## src/rtl/seg7_pkg.sv

```systemverilog
// Shared 7-segment definitions: active-low segment patterns, special codes, capture FSM states.
// Used by both the display encoder and the capture monitor so the two never disagree.
package seg7_pkg;

    typedef logic [6:0] seg_t;  // bit6=g ... bit0=a, active-low

    localparam seg_t SEG_0     = 7'b1000000;
    localparam seg_t SEG_1     = 7'b1111001;
    localparam seg_t SEG_2     = 7'b0100100;
    localparam seg_t SEG_3     = 7'b0110000;
    localparam seg_t SEG_4     = 7'b0011001;
    localparam seg_t SEG_5     = 7'b0010010;
    localparam seg_t SEG_6     = 7'b0000010;
    localparam seg_t SEG_7     = 7'b1111000;
    localparam seg_t SEG_8     = 7'b0000000;
    localparam seg_t SEG_9     = 7'b0010000;
    localparam seg_t SEG_BLANK = 7'b1111111;

    localparam logic [3:0] CODE_BLANK = 4'hF;
    localparam logic [3:0] CODE_ERR   = 4'hE;

    typedef enum logic [1:0] {
        ST_IDLE  = 2'd0,
        ST_TRACK = 2'd1,
        ST_HOLD  = 2'd2
    } cap_state_t;

endpackage

```

## src/rtl/seg7_capture_if.sv

```systemverilog
// Display-side bus seen by the capture block: segment/strobe pins in, decoded digits out.
// SEG7_CAP_DP_EN adds the decimal-point pin and its captured per-digit output.
interface seg7_capture_if
    import seg7_pkg::*;
#(
    parameter int NUM_DIGITS = 4
) ();
    seg_t                      seg_n;
    logic [NUM_DIGITS-1:0]     an_n;
    logic [4*NUM_DIGITS-1:0]   digit;
    logic [NUM_DIGITS-1:0]     digit_valid;
    logic [NUM_DIGITS-1:0]     digit_err;
    logic                      update;
`ifdef SEG7_CAP_DP_EN
    logic                      dp_n;
    logic [NUM_DIGITS-1:0]     digit_dp;
`endif

    modport master (
        output seg_n, output an_n,
`ifdef SEG7_CAP_DP_EN
        output dp_n, input digit_dp,
`endif
        input digit, input digit_valid, input digit_err, input update
    );

    modport slave (
        input seg_n, input an_n,
`ifdef SEG7_CAP_DP_EN
        input dp_n, output digit_dp,
`endif
        output digit, output digit_valid, output digit_err, output update
    );
endinterface

```

## src/rtl/seg7_pattern_decode.sv

```systemverilog
// Combinational active-low segment pattern -> BCD lookup.
// Blank maps to CODE_BLANK without error; any unlisted pattern maps to CODE_ERR with err set.
module seg7_pattern_decode
    import seg7_pkg::*;
(
    input  seg_t       pat,
    output logic [3:0] code,
    output logic       err
);
    always_comb begin
        code = CODE_ERR;
        err  = 1'b1;
        case (pat)
            SEG_0:     begin code = 4'd0;       err = 1'b0; end
            SEG_1:     begin code = 4'd1;       err = 1'b0; end
            SEG_2:     begin code = 4'd2;       err = 1'b0; end
            SEG_3:     begin code = 4'd3;       err = 1'b0; end
            SEG_4:     begin code = 4'd4;       err = 1'b0; end
            SEG_5:     begin code = 4'd5;       err = 1'b0; end
            SEG_6:     begin code = 4'd6;       err = 1'b0; end
            SEG_7:     begin code = 4'd7;       err = 1'b0; end
            SEG_8:     begin code = 4'd8;       err = 1'b0; end
            SEG_9:     begin code = 4'd9;       err = 1'b0; end
            SEG_BLANK: begin code = CODE_BLANK; err = 1'b0; end
            default:   ;
        endcase
    end
endmodule

```

## src/rtl/seg7_capture.sv

```systemverilog
// Multiplexed 7-segment monitor: synchronizes pins, waits for a stable strobe/pattern dwell,
// writes one decoded value per dwell and ages digits out. SEG7_CAP_DP_EN also captures the DP.
module seg7_capture
    import seg7_pkg::*;
#(
    parameter int NUM_DIGITS     = 4,
    parameter int STABLE_CYCLES  = 8,
    parameter int TIMEOUT_CYCLES = 100000
) (
    input  logic          clk,
    input  logic          rst,
    seg7_capture_if.slave bus
);
    localparam int IW = (NUM_DIGITS > 1) ? $clog2(NUM_DIGITS) : 1;
    localparam int TW = $clog2(TIMEOUT_CYCLES);
`ifdef SEG7_CAP_DP_EN
    localparam int PW = 8;
`else
    localparam int PW = 7;
`endif

    logic [PW-1:0]         raw, pat_s1, pat_s2, pat;
    logic [NUM_DIGITS-1:0] an_s1, an_s2;

`ifdef SEG7_CAP_DP_EN
    assign raw = {bus.dp_n, bus.seg_n};
`else
    assign raw = bus.seg_n;
`endif

    always_ff @(posedge clk or posedge rst) begin
        if (rst) begin
            pat_s1 <= '0;
            pat_s2 <= '0;
            an_s1  <= '0;
            an_s2  <= '0;
        end else begin
            pat_s1 <= raw;
            pat_s2 <= pat_s1;
            an_s1  <= bus.an_n;
            an_s2  <= an_s1;
        end
    end

    // A sample counts only when exactly one strobe is active.
    logic [3:0]    nlow;
    logic [IW-1:0] sidx, idx;
    logic          q, same, wr_en;

    always_comb begin
        nlow = '0;
        sidx = '0;
        for (int i = 0; i < NUM_DIGITS; i++) begin
            if (!an_s2[i]) begin
                nlow = nlow + 4'd1;
                sidx = IW'(i);
            end
        end
    end

    assign q = (nlow == 4'd1);

    cap_state_t state;
    logic [7:0] cnt;
    logic       update_q;

    assign same  = (sidx == idx) && (pat_s2 == pat);
    assign wr_en = (state == ST_TRACK) && q && same && (cnt == 8'(STABLE_CYCLES - 1));

    always_ff @(posedge clk or posedge rst) begin
        if (rst) begin
            state    <= ST_IDLE;
            idx      <= '0;
            pat      <= '0;
            cnt      <= '0;
            update_q <= 1'b0;
        end else begin
            update_q <= wr_en;
            case (state)
                ST_IDLE, ST_HOLD: begin
                    if (!q) begin
                        state <= ST_IDLE;
                    end else if (state == ST_IDLE || !same) begin
                        state <= ST_TRACK;
                        idx   <= sidx;
                        pat   <= pat_s2;
                        cnt   <= 8'd1;
                    end
                end
                ST_TRACK: begin
                    if (!q) begin
                        state <= ST_IDLE;
                    end else if (!same) begin
                        idx <= sidx;
                        pat <= pat_s2;
                        cnt <= 8'd1;
                    end else if (cnt == 8'(STABLE_CYCLES - 1)) begin
                        state <= ST_HOLD;
                    end else begin
                        cnt <= cnt + 8'd1;
                    end
                end
                default: state <= ST_IDLE;
            endcase
        end
    end

    logic [3:0] dec_code;
    logic       dec_err;

    seg7_pattern_decode u_dec (
        .pat  (pat[6:0]),
        .code (dec_code),
        .err  (dec_err)
    );

    logic [NUM_DIGITS-1:0][3:0] digit_r;
    logic [NUM_DIGITS-1:0]      valid_r, err_r;
`ifdef SEG7_CAP_DP_EN
    logic [NUM_DIGITS-1:0]      dp_r;
`endif

    for (genvar g = 0; g < NUM_DIGITS; g++) begin : g_digit
        logic [3:0]    d_q;
        logic          e_q, v_q;
        logic [TW-1:0] t_q;
        logic          hit;

        assign hit = wr_en && (idx == IW'(g));

        // A write on the expiry cycle takes priority and restarts the age count.
        always_ff @(posedge clk or posedge rst) begin
            if (rst) begin
                d_q <= '0;
                e_q <= 1'b0;
                v_q <= 1'b0;
                t_q <= '0;
            end else if (hit) begin
                d_q <= dec_code;
                e_q <= dec_err;
                v_q <= 1'b1;
                t_q <= '0;
            end else if (v_q) begin
                if (t_q == TW'(TIMEOUT_CYCLES - 1))
                    v_q <= 1'b0;
                else
                    t_q <= t_q + TW'(1);
            end
        end

`ifdef SEG7_CAP_DP_EN
        logic p_q;
        always_ff @(posedge clk or posedge rst) begin
            if (rst)      p_q <= 1'b0;
            else if (hit) p_q <= ~pat[7];
        end
        assign dp_r[g] = p_q;
`endif

        assign digit_r[g] = d_q;
        assign valid_r[g] = v_q;
        assign err_r[g]   = e_q;
    end

    assign bus.digit       = digit_r;
    assign bus.digit_valid = valid_r;
    assign bus.digit_err   = err_r;
    assign bus.update      = update_q;
`ifdef SEG7_CAP_DP_EN
    assign bus.digit_dp    = dp_r;
`endif

endmodule
```

## src/flat_wrapper.sv

```systemverilog
// flat-port wrapper written by rule: the top's interface ports become plain ports
module seg7_capture_flat import seg7_pkg::*;
#(
    parameter int NUM_DIGITS     = 4,
    parameter int STABLE_CYCLES  = 8,
    parameter int TIMEOUT_CYCLES = 100000
)
  (clk, rst, bus_seg_n, bus_an_n, bus_digit, bus_digit_valid, bus_digit_err, bus_update);
  seg7_capture_if #(.NUM_DIGITS(NUM_DIGITS)) bus_i ();
  input  logic clk;
  input  logic rst;
  input wire logic [$bits(bus_i.seg_n)-1:0] bus_seg_n;
  input wire logic [$bits(bus_i.an_n)-1:0] bus_an_n;
  output wire logic [$bits(bus_i.digit)-1:0] bus_digit;
  output wire logic [$bits(bus_i.digit_valid)-1:0] bus_digit_valid;
  output wire logic [$bits(bus_i.digit_err)-1:0] bus_digit_err;
  output wire logic [$bits(bus_i.update)-1:0] bus_update;
  assign bus_i.seg_n = bus_seg_n;
  assign bus_i.an_n = bus_an_n;
  assign bus_digit = bus_i.digit;
  assign bus_digit_valid = bus_i.digit_valid;
  assign bus_digit_err = bus_i.digit_err;
  assign bus_update = bus_i.update;
  seg7_capture #(.NUM_DIGITS(NUM_DIGITS), .STABLE_CYCLES(STABLE_CYCLES), .TIMEOUT_CYCLES(TIMEOUT_CYCLES)) u_core (.clk(clk), .rst(rst), .bus(bus_i));
endmodule
```

## config.mk

```make
export PLATFORM = sky130hd
export DESIGN_NAME = seg7_capture_flat
export DESIGN_NICKNAME = d
export VERILOG_FILES = /design/src/rtl/seg7_pkg.sv /design/src/rtl/seg7_capture_if.sv /design/src/rtl/seg7_pattern_decode.sv /design/src/rtl/seg7_capture.sv /design/src/flat_wrapper.sv
export SDC_FILE = /design/constraint.sdc
export NUM_CORES = 1
export LEC_CHECK = 0
export CAP_MARGIN = 20
export CORE_MARGIN = 2
export CORE_UTILIZATION = 60
export DETAILED_ROUTE_END_ITERATION = 12
export PLACE_DENSITY = 0.86
export SETUP_SLACK_MARGIN = 0.05
export SLEW_MARGIN = 20
export SYNTH_ARGS = -nofsm -noshare
export SYNTH_HDL_FRONTEND = slang
export SYNTH_HIERARCHICAL = 1
export SYNTH_SLANG_ARGS = --single-unit
```

## constraint.sdc

```tcl
create_clock -name clk -period 6.51 [get_ports clk]
set_clock_uncertainty 0.1 [all_clocks]
set_input_delay 1.6275 -clock clk [delete_from_list [all_inputs] [get_ports clk]]
set_output_delay 1.6275 -clock clk [all_outputs]
set_load 0.02 [all_outputs]
```

==> metrics.md <==
| Metric | Value |
|---|---|
| Result of the run | completed |
| Overall routing resource usage | 0.2451 |
| Cells traversed along the worst timing path | inv_1 > ha_1 > xnor2_1 > ha_1 > nor4b_1 > a311oi_1 > nor2_1 > and2_1 > and4_1 > mux2_2 |
| Comb power frac | 0.064 |
| Post-synthesis async set-or-reset flop share | 1.000 |
| Max H-tree Level | 4 |
| Maximum number of pins on one net before global-route repair | 68 |
| Launching element type of the critical path | flip-flop |
| Die extent in y | approximately 110 um |
| Most numerous cell in the Yosys netlist | dfrtp_1 |
| Unrepaired setup endpoints after global routing | false |
| Leading register cell type out of synthesis | dfrtp_1 |
| Boundary pin count | 38 |
| Top-area cell type share of the netlist area | 0.5185 |
| Final total power | between 1.5 and 2 mW |
| Switching power as a share of total power | 0.2306 |
| Num CTS Buffers | 17 |
| Buffers inserted by post-CTS timing repair | 0 |
| DR vias/cell | 5.840 |
| DR pass1 iterations | 5 |
| Number of vias after detailed routing | roughly 4,600 |
| Inserted Diodes | 0 |
| Total instance count after detailed placement | 750 |
| Class of the tightest hold or removal check | reg -> reg |
| Number of pins exceeding their max-slew limit in the final report | 0 |
| Power density normalized to cell area | about 260 nW/um^2 |
| Final standard cell area without fillers | ~7400 sq um |
| Synth Register Bits | 134 |
| Clock net sink count | around 130 |
| TritonCTS clock tree | yes |
| Area growth from synthesis to layout | 14.51% |
| Number of cells produced by synthesis | ~600 |
| Net count, final | 656 |
| Proportion of power drawn by the clock network | 0.470 |
| Setup Total Neg Slack | 0 ns |
| Count of nets left with antenna violations after detail routing | 0 |
| Leakage | between 3 and 4 nW |
| Number of hold-slack violations in the final timing report | 0 |
| Relative max-transition margin | 0.4356 |
| Total grt overflow | 0 |
| First DRT Iteration DRCs | 323 |
| Global-route wire length before repair | between 20 and 25 mm |
| Max-cap violation count | 0 |
| Number of cell rows | 37 |
| Yosys warns | 6 |
| Commonest cells in the synthesized netlist | dfrtp_1 (134), nor2_1 (92), xor2_1 (47), nand2_1 (42), nand3_1 (30) |
| Floorplan die area | roughly 12,000 sq um |
| Detail-routed net length per standard cell | 16.51 um |
| GPL Wtd Cong | roughly 0.86 |
| Fin worst setup slack | 2.694 ns |
| Critical path class | reg -> reg |
| Clock insertion delay at the later pin of the skew report | 0.52 ns |
| Reg power frac | 0.466 |
| Synth unique cells | 61 |
| Number of global-route vias before repair | approximately 4,700 |
| Post-Synthesis Net Count | between 600 and 700 |
| Worst-path maximum fanout | 23 |
| Starting density of the core | 0.6209 |
| CTS-repair resized insts | 0 |
| Clock tree root buffer cell | clkbuf_8 |
| Seq/Total Area, Yosys | 0.5185 |
| Filler cells | about 740 |
| Number of antenna violations at the first check in global routing | 0 |
| Post-route insts no fill | ~780 |
| Most area-hungry cell type in the Yosys netlist | dfrtp_1 |
| Instance area after placement | around 6800 sq um |
| Area of the core region | ~10,000 sq um |
| Period utilization | 0.5862 |
| Sw power | 443.3 uW |
| Highest clock frequency the design can meet | approximately 0.26 GHz |
| Half-perimeter wire length after detailed placement | 8.564 mm |
| Most repeated library cell on the critical path | ha_1 |
| Post-Route WL | roughly 13 mm |
| Setup violation total in the final timing report | 0 |
| Required time of the critical path | 6.81 ns |
| Internal power component | 1.479 mW |
| Largest cells by area after synthesis | dfrtp_1 (52%), xor2_1 (6.4%), nor2_1 (5.3%) |
| Fraction of layout cells with a size suffix above 1 | 0.1221 |
| Maximum vdd drop | 0.1770 mV |
| Clk slew on worst S/H paths | 0.06 ns |
| Signal arrival time at the worst endpoint | 4.12 ns |
| Combined area of all synthesized cells | ~6500 sq um |
| Die width | approximately 110 um |
| Actual slew at the worst max-slew pin | roughly 0.85 ns |
| Port Buf Inserts | 37 |
| Final min period | 3.816 ns |
| Hold buffer count at cts | 0 |
| Average cell area after synthesis | ~11 sq um |
| CP max stage delay | between 0.7 and 0.8 ns |
| Number of buffers on the longest clock path | 2 |
| Worst Setup End Kind | flip-flop |
| Number of DRC violations after detailed routing | 0 |
| Max stage delay cell, worst path | and4_1 |
| Number of synthesized flops with an enable pin | 0 |
| Pre-CTS setup slack | roughly 2.6 ns |
==> per-layer routing <==
metal / track usage / wire length, um
met3: 0.07446 / 585
met4: 0.1026 / 274
met5: 0 / 0
met2: 0.4178 / 6698
met1: 0.2874 / 5371
==> power groups by stage <==
stage	Sequential (mW)	Combinational [mW]	Clock [mW]
floorplan	0.891	0.110	0
global route	0.902	0.137	0.966
detailed placement	0.910	0.124	0
global placement	0.906	0.117	0
finish	0.896	0.123	0.903
CTS	0.895	0.124	0.921
==> placed cells by master, fill, tap and decap left out, drive strengths merged, types with 8 or more instances in the layout <==
master,instances
clkdlybuf4s50,37
xor2,47
nor3,11
and3,9
nor2,92
nand4,26
nand2,43
nor4,8
xnor2,28
inv,20
and4,9
nand3,30
dfrtp,134
ha,8
mux2,28
clkbuf,24
==> path summary, 6_finish.rpt <==
kind	to	from	depth (start not counted)	slack, ns
setup / recovery	u_core/g_digit[3].d_q[2]$_DFFE_PP0N_	u_core/an_s2[1]$_DFF_PP0_	10	2.69
hold / removal	u_core/an_s2[1]$_DFF_PP0_	u_core/an_s1[1]$_DFF_PP0_	0	0.25
setup reg to reg	u_core/g_digit[3].d_q[2]$_DFFE_PP0N_	u_core/an_s2[1]$_DFF_PP0_	10	2.69
hold reg to reg	u_core/an_s2[1]$_DFF_PP0_	u_core/an_s1[1]$_DFF_PP0_	0	0.25
max in group asynchronous	u_core/g_digit[0].d_q[2]$_DFFE_PP0N_	rst	3	3.78
min in group asynchronous	u_core/g_digit[2].d_q[2]$_DFFE_PP0N_	rst	2	1.53
==> critical path, delay by kind of cell (launching register included) <==
| kind | cells | cell delay (ns) |
|---|---|---|
| mux | 1 | 0.41 |
| flops | 1 | 0.41 |
| fa+ha+maj | 2 | 0.66 |
| buf+inv | 1 | 0.06 |
| xor+xnor | 1 | 0.16 |
| simple gates | 4 | 1.77 |
| compound gates | 1 | 0.11 |
==> flip-flops by register name, indices dropped and copies added (netlist names) <==
name,cells
u_core/pat_s1,7
u_core/an_s2,4
u_core/idx,2
u_core/state,2
u_core/pat_s2,7
u_core/g_digit.t_q,68
u_core/g_digit.e_q,4
u_core/g_digit.v_q,4
u_core/g_digit.d_q,16
u_core/pat,7
u_core/an_s1,4
u_core/bus.update,1
u_core/cnt,8
==> cell type report <==
cell class / count / area, sq um / area share
multi-input cells: 421 / 2829 / 0.3820
well taps: 136 / 170.2 / 0.02298
flip-flops and latches: 134 / 3353 / 0.4528
repair buffers: 41 / 410.4 / 0.05541
clock buffers: 23 / 466.7 / 0.06302
clock inverters: 8 / 98.84 / 0.01335
inverters: 20 / 77.57 / 0.01047
==> cell families after synthesis <==
kind of cell	count (synthesis)	synth area share
AO/OA/AOI/OAI	38	0.04662
XOR/XNOR	75	0.1016
adder cells (fa/ha/maj)	9	0.01703
buffers and inverters	48	0.04508
flip-flops	134	0.5185
multiplexers	31	0.05340
AND/OR/NAND/NOR	268	0.2178
==> metrics by stage <==
| stage | utilization | hold WS (ns) |
|---|---|---|
| floorplan | - | 0.2312 |
| global placement | 0.6537 | 0.2311 |
| detailed placement | 0.6537 | 0.2371 |
| CTS | 0.7080 | 0.2485 |
| global route | 0.7110 | 0.2591 |
| finish | 0.7110 | 0.2470 |
No activity file was read; power rests on OpenSTA's default activity.
